## src/rtl/seq_match_pkg.sv

```systemverilog
// Shared types and width helpers for the key-sequence matcher.
package seq_match_pkg;

  typedef enum logic [2:0] {
    ST_IDLE,
    ST_SCAN,
    ST_HIT,
    ST_MISS,
    ST_RELEASE,
    ST_DONE,
    ST_FAIL,
    ST_END
  } state_t;

  localparam int unsigned KEY_NONE = 0;

  function automatic int idx_width(input int max_len);
    return $clog2(max_len + 1);
  endfunction

  function automatic int lvl_width(input int num_levels);
    return ($clog2(num_levels) < 1) ? 1 : $clog2(num_levels);
  endfunction

  function automatic int life_width(input int lives);
    return $clog2(lives + 1);
  endfunction

endpackage

```

## src/rtl/seq_match_engine_index.sv

```systemverilog
// Sequence position counter with expected-key selection and last-key detect.
module seq_index_ctr
  import seq_match_pkg::*;
#(
  parameter int KEY_W   = 4,
  parameter int MAX_LEN = 8,
  parameter int IDX_W   = idx_width(MAX_LEN)
) (
  input  logic                     clk,
  input  logic                     reset,
  input  logic                     clear,
  input  logic                     incr,
  input  logic [MAX_LEN*KEY_W-1:0] seq_data,
  input  logic [IDX_W-1:0]         seq_len,
  output logic [IDX_W-1:0]         seq_idx,
  output logic [KEY_W-1:0]         expected_key,
  output logic                     last_key
);

  logic [IDX_W-1:0] len_clamped;

  // Zero length behaves as a one-key sequence; oversize lengths clip to MAX_LEN.
  always_comb begin
    len_clamped = seq_len;
    if (seq_len == '0)
      len_clamped = IDX_W'(1);
    else if (int'(seq_len) > MAX_LEN)
      len_clamped = IDX_W'(MAX_LEN);
  end

  assign last_key = ({1'b0, seq_idx} + (IDX_W+1)'(1)) == {1'b0, len_clamped};

  always_comb begin
    expected_key = KEY_W'(KEY_NONE);
    for (int i = 0; i < MAX_LEN; i++)
      if (seq_idx == IDX_W'(i))
        expected_key = seq_data[i*KEY_W +: KEY_W];
  end

  always_ff @(posedge clk) begin
    if (reset || clear)
      seq_idx <= '0;
    else if (incr && seq_idx != IDX_W'(MAX_LEN))
      seq_idx <= seq_idx + IDX_W'(1);
  end

endmodule

```

## src/rtl/seq_match_engine.sv

```systemverilog
// Key-sequence matcher: tracks progress, level and lives; Moore event pulses.
module seq_match_engine
  import seq_match_pkg::*;
#(
  parameter  int KEY_W      = 4,
  parameter  int MAX_LEN    = 8,
  parameter  int NUM_LEVELS = 4,
  parameter  int LIVES      = 3,
  parameter  int STRICT     = 1,
  localparam int IDX_W      = idx_width(MAX_LEN),
  localparam int LVL_W      = lvl_width(NUM_LEVELS),
  localparam int LIFE_W     = life_width(LIVES)
) (
  input  logic                     clk,
  input  logic                     reset,
  input  logic                     start,
  input  logic [KEY_W-1:0]         key_pressed,
  input  logic                     timer_done,
  input  logic [MAX_LEN*KEY_W-1:0] seq_data,
  input  logic [IDX_W-1:0]         seq_len,
  output logic [LVL_W-1:0]         level,
  output logic [IDX_W-1:0]         seq_idx,
  output logic [KEY_W-1:0]         expected_key,
  output logic                     key_match,
  output logic                     seq_reset,
  output logic                     lose_life,
  output logic                     level_up,
  output logic [LIFE_W-1:0]        lives_left,
  output logic                     game_won,
  output logic                     game_over
);

  state_t state, state_nxt;
  logic   start_game, key_any, key_hit, last_key, idx_clear, last_level;

  assign start_game = start && (state == ST_IDLE || state == ST_END);
  assign key_any    = key_pressed != KEY_W'(KEY_NONE);
  assign key_hit    = key_any && (key_pressed == expected_key);
  assign last_level = level >= LVL_W'(NUM_LEVELS - 1);
  assign idx_clear  = start_game || state == ST_MISS || state == ST_FAIL || state == ST_DONE;

  seq_index_ctr #(.KEY_W(KEY_W), .MAX_LEN(MAX_LEN), .IDX_W(IDX_W)) u_index (
    .clk          (clk),
    .reset        (reset),
    .clear        (idx_clear),
    .incr         (state == ST_HIT),
    .seq_data     (seq_data),
    .seq_len      (seq_len),
    .seq_idx      (seq_idx),
    .expected_key (expected_key),
    .last_key     (last_key)
  );

  always_ff @(posedge clk) begin
    if (reset) state <= ST_IDLE;
    else       state <= state_nxt;
  end

  always_comb begin
    state_nxt = state;
    case (state)
      ST_IDLE, ST_END: if (start) state_nxt = ST_SCAN;
      ST_SCAN: begin
        if (timer_done)   state_nxt = ST_FAIL;
        else if (key_hit) state_nxt = ST_HIT;
        else if (key_any) state_nxt = ST_MISS;
      end
      ST_HIT:  state_nxt = last_key ? ST_DONE : ST_RELEASE;
      ST_MISS: state_nxt = (STRICT != 0) ? ST_FAIL : ST_RELEASE;
      ST_RELEASE: begin
        if (timer_done)    state_nxt = ST_FAIL;
        else if (!key_any) state_nxt = ST_SCAN;
      end
      ST_DONE: state_nxt = last_level ? ST_END : ST_RELEASE;
      ST_FAIL: state_nxt = (lives_left <= LIFE_W'(1)) ? ST_END : ST_RELEASE;
      default: state_nxt = ST_IDLE;
    endcase
  end

  assign key_match = state == ST_HIT;
  assign seq_reset = state == ST_MISS || state == ST_FAIL;
  assign lose_life = state == ST_FAIL;
  assign level_up  = state == ST_DONE;

  always_ff @(posedge clk) begin
    if (reset || start_game) begin
      level      <= '0;
      lives_left <= LIFE_W'(LIVES);
      game_won   <= 1'b0;
      game_over  <= 1'b0;
    end else begin
      if (state == ST_DONE) begin
        if (last_level) game_won <= 1'b1;
        else            level    <= level + LVL_W'(1);
      end
      if (state == ST_FAIL) begin
        if (lives_left != '0)          lives_left <= lives_left - LIFE_W'(1);
        if (lives_left <= LIFE_W'(1))  game_over  <= 1'b1;
      end
    end
  end

endmodule
```

## config.mk

```make
export PLATFORM = sky130hd
export DESIGN_NAME = seq_match_engine
export DESIGN_NICKNAME = d
export VERILOG_FILES = /design/src/rtl/seq_match_pkg.sv /design/src/rtl/seq_match_engine_index.sv /design/src/rtl/seq_match_engine.sv
export SDC_FILE = /design/constraint.sdc
export NUM_CORES = 1
export LEC_CHECK = 0
export ABC_AREA = 1
export ABC_CLOCK_PERIOD_IN_PS = 3310
export CAP_MARGIN = 15
export CORE_MARGIN = 3
export CORE_UTILIZATION = 25
export DETAILED_ROUTE_END_ITERATION = 10
export PLACE_DENSITY_LB_ADDON = 0.05
export SKIP_CTS_REPAIR_TIMING = 1
export SYNTH_ARGS = -nofsm -noshare
export SYNTH_HDL_FRONTEND = slang
export SYNTH_SLANG_ARGS = --single-unit
```

## constraint.sdc

```tcl
create_clock -name clk -period 3.31 [get_ports clk]
set_clock_uncertainty 0.2 [all_clocks]
set_input_delay 0.331 -clock clk [delete_from_list [all_inputs] [get_ports clk]]
set_output_delay 0.331 -clock clk [all_outputs]
set_load 0.1 [all_outputs]
```

==> reports/results.ini, run 1 <==
[synth]
yosysMostFrequentCell = nand2_1
synthTopCellsByCount = nand2_1 (79), inv_1 (47), nor2_1 (27)
synth.net_count = 301
yosys.area_share.simple = 0.4807
synth_area_leaders = nand2_1 (21%), dfxtp_1 (19%), inv_1 (13%), nor2_1 (7.3%), nand3_1 (7.2%)
yosysTopAreaCell = nand2_1
synth_compound_area_frac = 0.1031
synth-main-ff-cell = dfxtp_1
synth_xor_area_frac = 0.01883
synth-edff-count = 0
postSynthAreaPerCell_um2 = 5.580
ys_seq_elements = 13
yosysUniqueCellTypes = 30
synth_seq_area_share = 0.1865
synth_top_family_by_area = simple AND/OR/NAND/NOR gates
synth_mux_area_frac = 0
synth_fa_ha_area_frac = 0.06278
synth_top_cell_area_share = 0.2126
syn_area_um2 = 1395
synth_warnings = 0
async_flop_share = 0
syn_inst = 250

[routing]
vias = 1646
viasPerCell = 4.298
route.detailed.drc = 0
wirelength_um = 4039
initialDrtViolationCount = 62
dr.pass1.iters = 4
wl_per_cell_um = 10.55
postRouteAntennaNets = 0

[sta]
hold_viol_final = 0
rsz0062_at_grt = no
drv_slew = 0
fin_crit_ns = 2.630
period_share = 0.7945
setup_viol = 0
tns_ns = 0
max_freq_mhz = 380.3
worst_slew_pin_slew_ns = 0.9687
slew_headroom = 0.3522

[global_routing]
gr-usage-met3 = 0.02578
grt_busiest_layer = met2
grt_pass1_vias = 1566
grt_max_degree = 13
grt_overflow = 0
grtUsageMet1 = 0.1892
grt_pass1_wl_um = 6941
antenna_found_initial = 0
grtUsageMet2 = 0.1937
grt_usage = 0.1309

[final_layout]
post-route-util = 0.3982
antenna_cells = 0
layout.nets = 365
stdcell_count = 383
fill_cells = 583
fin_area_um2 = 2086
drive_above_1_share = 0.1054
area_growth_pct = 49.51

[critical_path]
crit_required_ns = 2.78
worst_setup_path_end_kind = primary output
path_class = reg2out
crit_arrival_ns = 2.10
crit_fanout = 6
critPathLaunchType = flop

[cts]
clk_pin_slew_worst_paths_ns = 0.06
clk_latency_ns = 0.24
cts_tree = built
cts_max_path_buffers = 2
htreeDepth = 1
cts-root-buf = clkbuf_8
cts.sinks = 13
cts_buffers = 3

[placement]
io_buffers = 61
place.gp.congestion = 0.7582
dp_hpwl_um = 3308
dp.cells = 379
dpl_cell_area_um2 = 2041

[worst_hold_path]
hold_path_class = reg2reg

[die]
die_area_um2 = 6512
start_util = 0.2664
die_w_um = 80.70
num_rows = 26
fp.coreArea_um2 = 5238
io_pins = 62
die_h_um = 80.70

[power]
peakVddDrop_uv = 330.6
total_power_w = 0.0009917
p_leak_nw = 1.030
power_density_nw_per_um2 = 475.5

[run]
cap_violations = 0

[run_status]
status = complete, no violations

layout make-up:
cell class | count | area [um2] | area share
clock buffers | 4 | 45.04 | 0.02160
well taps | 70 | 87.58 | 0.04199
inverters | 49 | 183.9 | 0.08818
repair buffers | 61 | 578.1 | 0.2771
flip-flops and latches | 13 | 260.3 | 0.1248
multi-input cells | 186 | 930.9 | 0.4463
sequential cells by signal, summed over array words and instances (netlist names):
register and flops:
game_over 1, level 2, state 3, lives_left 2, game_won 1, u_index.seq_idx 4
layer usage:
metal | wire, um | share of wire | vias to the layer above
met5 | 0 | 0 | -
met4 | 24 | 0.0059 | 0
met3 | 346 | 0.086 | 2
met2 | 1610 | 0.40 | 46
met1 | 2058 | 0.51 | 690
li1 | - | - | 908
per-stage QoR:
stage,hold WS (ns),setup WS (ns)
CTS,0.2749,0.6571
global placement,0.2618,0.9444
detailed placement,0.2562,0.9289
finish,0.2685,0.6802
global route,0.2861,0.4790
floorplan,0.2001,0.1309
worst max-delay path, stage by stage, from the launching register on:
cell     delay, ns
dfxtp_1       0.42
ha_1          0.32
inv_1         0.13
nor2_1        0.21
inv_2         0.10
nand2_1       0.08
inv_1         0.04
nand2_1       0.06
nand2_1       0.04
nand2_1       0.07
nand2_1       0.07
inv_1         0.05
buf_4         0.28
where the power goes:
part	leakage [nW]	internal (W)	switching, W
clock network	0.0228	0.0000850	0.0000569
logic	0.902	0.000197	0.000445
registers	0.105	0.000179	0.0000285
logic make-up (layout without fill, tap and decap cells):
family,count (synthesis),count (layout)
AO/OA/AOI/OAI,24,24
XOR/XNOR,3,3
adder cells (fa/ha/maj),7,7
buffers and inverters,51,114
flip-flops,13,13
AND/OR/NAND/NOR,152,152
path summary, 6_finish.rpt:
| path | start | to | slack [ns] | cells past startpoint |
|---|---|---|---|---|
| hold reg to reg | game_won | game_won | 0.27 | 1 |
| setup / recovery | u_index.seq_idx[0] | expected_key[0] | 0.68 | 12 |
| hold / removal | game_won | game_won | 0.27 | 1 |
| setup reg to reg | u_index.seq_idx[0] | state[0] | 1.05 | 16 |
cell usage in the layout, fill, tap and decap left out, drive strengths merged:
| cell type | n |
|---|---|
| ha | 7 |
| clkbuf | 4 |
| o21ai | 9 |
| nand3 | 20 |
| or2 | 8 |
| o221ai | 1 |
| nor4 | 1 |
| nor2 | 28 |
| xor2 | 1 |
| xnor2 | 2 |
| a41oi | 1 |
| o211ai | 1 |
| inv | 49 |
| nand4 | 7 |
| buf | 13 |
| a211oi | 1 |
| clkdlybuf4s50 | 48 |
| a21oi | 8 |
| nor3 | 2 |
| a31oi | 1 |
| a31o | 1 |
| dfxtp | 13 |
| nand2 | 83 |
| o21a | 1 |
| nand3b | 3 |
Power figures use the tool's default switching activity.
==> run 2: changes to the inputs <==
ABC_CLOCK_PERIOD_IN_PS = 2600   (was 3310)
clock period = 2.6 ns   (was 3.31 ns; I/O delays follow)
==> reports/results.ini, run 2 (synthesized netlist as in run 1, its figures left out) <==
[die]
io_pins = 62  ; unchanged
die_area_um2 = 6512  ; unchanged
num_rows = 26  ; unchanged
die_w_um = 80.70  ; unchanged
die_h_um = 80.70  ; unchanged
fp.coreArea_um2 = 5238  ; unchanged
start_util = 0.2664  ; unchanged

[sta]
rsz0062_at_grt = yes
setup_viol = 0  ; unchanged
slew_headroom = 0.7760  ; +0.4239
period_share = 0.9481
drv_slew = 0  ; unchanged
tns_ns = 0  ; unchanged
fin_crit_ns = 2.465
max_freq_mhz = 405.7
holdWs_ns = 0.2804  ; +0.01193 ns
hold_viol_final = 0  ; unchanged
worst_slew_pin_slew_ns = 0.3344  ; -0.6344 ns

[power]
peakVddDrop_uv = 377.9  ; +14%
swShare = 0.5178  ; -0.01751
power_density_nw_per_um2 = 616.8  ; +30%
p_int_w = 0.0006542  ; +42%
switchingPower_w = 0.0007025  ; +32%
p_comb_frac = 0.669  ; +0.021
p_leak_nw = 1.043  ; +1.3%
power_frac_seq = 0.199  ; -0.010
power_frac_clock = 0.133  ; -0.010

[final_layout]
regMostFlops = u_index.seq_idx
layout.nets = 366  ; +0.27%
top_regs = u_index.seq_idx: 4 flops, state: 3 flops
largest_register_ffs = 4  ; unchanged
area_growth_pct = 57.67
stdcell_count = 384  ; +0.26%
fin_area_um2 = 2200  ; +5.5%
layout_commonest_cell = nand2_1
final_cell_mix = nand2_1 (79), clkdlybuf4s50_1 (43), inv_1 (42)
post-route-util = 0.4200  ; +0.02174
drive_above_1_share = 0.1688  ; +0.06336
antenna_cells = 0  ; unchanged

[cts]
cts_tree = built
cts-root-buf = clkbuf_8
cts_max_path_buffers = 2  ; unchanged
clk_pin_slew_worst_paths_ns = 0.06  ; about the same
cts.sinks = 13  ; unchanged
cts_buffers = 3  ; unchanged
htreeDepth = 1  ; unchanged
clk_latency_ns = 0.24  ; about the same

[critical_path]
crit_slowest_cell = dfxtp_2
critPathLaunchType = flop
crit_arrival_ns = 2.00  ; -0.10 ns
crit_required_ns = 2.14  ; -0.64 ns
crit_chain = inv_1 > ha_4 > inv_1 > nor2_2 > inv_2 > nor2_1 > nor2_1 > nand2_1 > nand2_1 > nand2_1 > clkinvlp_4 > buf_12
cpMostUsedCell = nand2_1
path_class = reg2out
crit_fanout = 6  ; unchanged
worst_setup_path_end_kind = primary output
slowest_delay_ns = 0.36  ; -0.06 ns

[routing]
route.detailed.drc = 0  ; unchanged
wirelength_um = 4050  ; +0.27%
viasPerCell = 4.247  ; -1.2%
dr.pass1.iters = 4  ; unchanged
postRouteAntennaNets = 0  ; unchanged
initialDrtViolationCount = 60  ; -3.2%
met2WireLength_um = 1646  ; +2.2%
met1Wirelength_um = 2053  ; -0.24%
dr_wl_met3_um = 326  ; -5.8%
vias = 1631  ; -0.91%
wl_per_cell_um = 10.55  ; about the same
highest_layer = met4

[placement]
dpl_cell_area_um2 = 2103  ; +3.1%
dp_hpwl_um = 3333  ; +0.74%
dp.cells = 379  ; unchanged
io_buffers = 61  ; unchanged
place.gp.congestion = 0.7759  ; +2.3%

[run]
cap_violations = 0  ; unchanged

[global_routing]
grt_overflow = 0  ; unchanged
grt_pass1_wl_um = 6844  ; -1.4%
grt_pass1_vias = 1563  ; -0.19%
grt_max_degree = 13  ; unchanged
grt_usage = 0.1280  ; -0.002899
antenna_found_initial = 0  ; unchanged

[run_status]
status = complete, no violations

[worst_hold_path]
hold_path_class = reg2reg

## run 2: cell count changes in the layout (fill, tap and decap cells not counted), sizes merged
cell,previous run,this run
clkdlybuf4s50,48,43
inv,49,44
clkinvlp,0,5
buf,13,19
## run 2: layout make-up
type / instances / area [um2]
fillers: 582 / 3038
multi-input cells: 186 / 973.4
repair buffers: 62 / 623.1
flip-flops and latches: 13 / 267.8
inverters: 49 / 202.7
well taps: 70 / 87.58
clock buffers: 4 / 45.04
## run 2: routing by layer
layer  GRT usage  vias to the layer above
met2      0.2003                       48
met4     0.03547                        0
met5           0                        -
met3     0.02578                        2
met1      0.1776                      669
li1            -                      912
## run 2: through the flow
step | setup slack, ns | total power (W)
after floorplan | -0.1109 | 0.0008968
after global placement | 0.3599 | 0.001173
after detailed placement | 0.3195 | 0.001170
after CTS | 0.04850 | 0.001358
after global routing | -0.01356 | 0.001470
final | 0.1351 | 0.001357
## run 2: final timing paths
path | from | endpoint | slack, ns | cells past startpoint
worst min register to register | game_won | game_won | 0.28 | 1
worst min-delay path | game_won | game_won | 0.28 | 1
worst max register to register | u_index.seq_idx[1] | state[0] | 0.42 | 18
worst max-delay path | u_index.seq_idx[1] | expected_key[0] | 0.14 | 12
## run 2: power by group through the flow
stage / logic [W] / registers, W / clock network [W]
2_1_floorplan: 0.000585 / 0.000312 / 0
5_1_grt: 0.000994 / 0.000277 / 0.000198
4_1_cts: 0.000903 / 0.000267 / 0.000188
3_5_place_dp: 0.000899 / 0.000271 / 0
3_3_place_gp: 0.000902 / 0.000270 / 0
6_report: 0.000908 / 0.000269 / 0.000180
## run 2: critical path, delay by kind of cell (launching register included)
kind | cells | cell delay (ns)
adder cells (fa/ha/maj) | 1 | 0.18
AND/OR/NAND/NOR | 6 | 0.58
flip-flops | 1 | 0.36
buffers and inverters | 5 | 0.63
==> run 3: changes to the inputs <==
ABC_CLOCK_PERIOD_IN_PS = default   (was 2600)
==> results of run 3 <==
Final layout, timing and power as in run 2 (identical DEF).
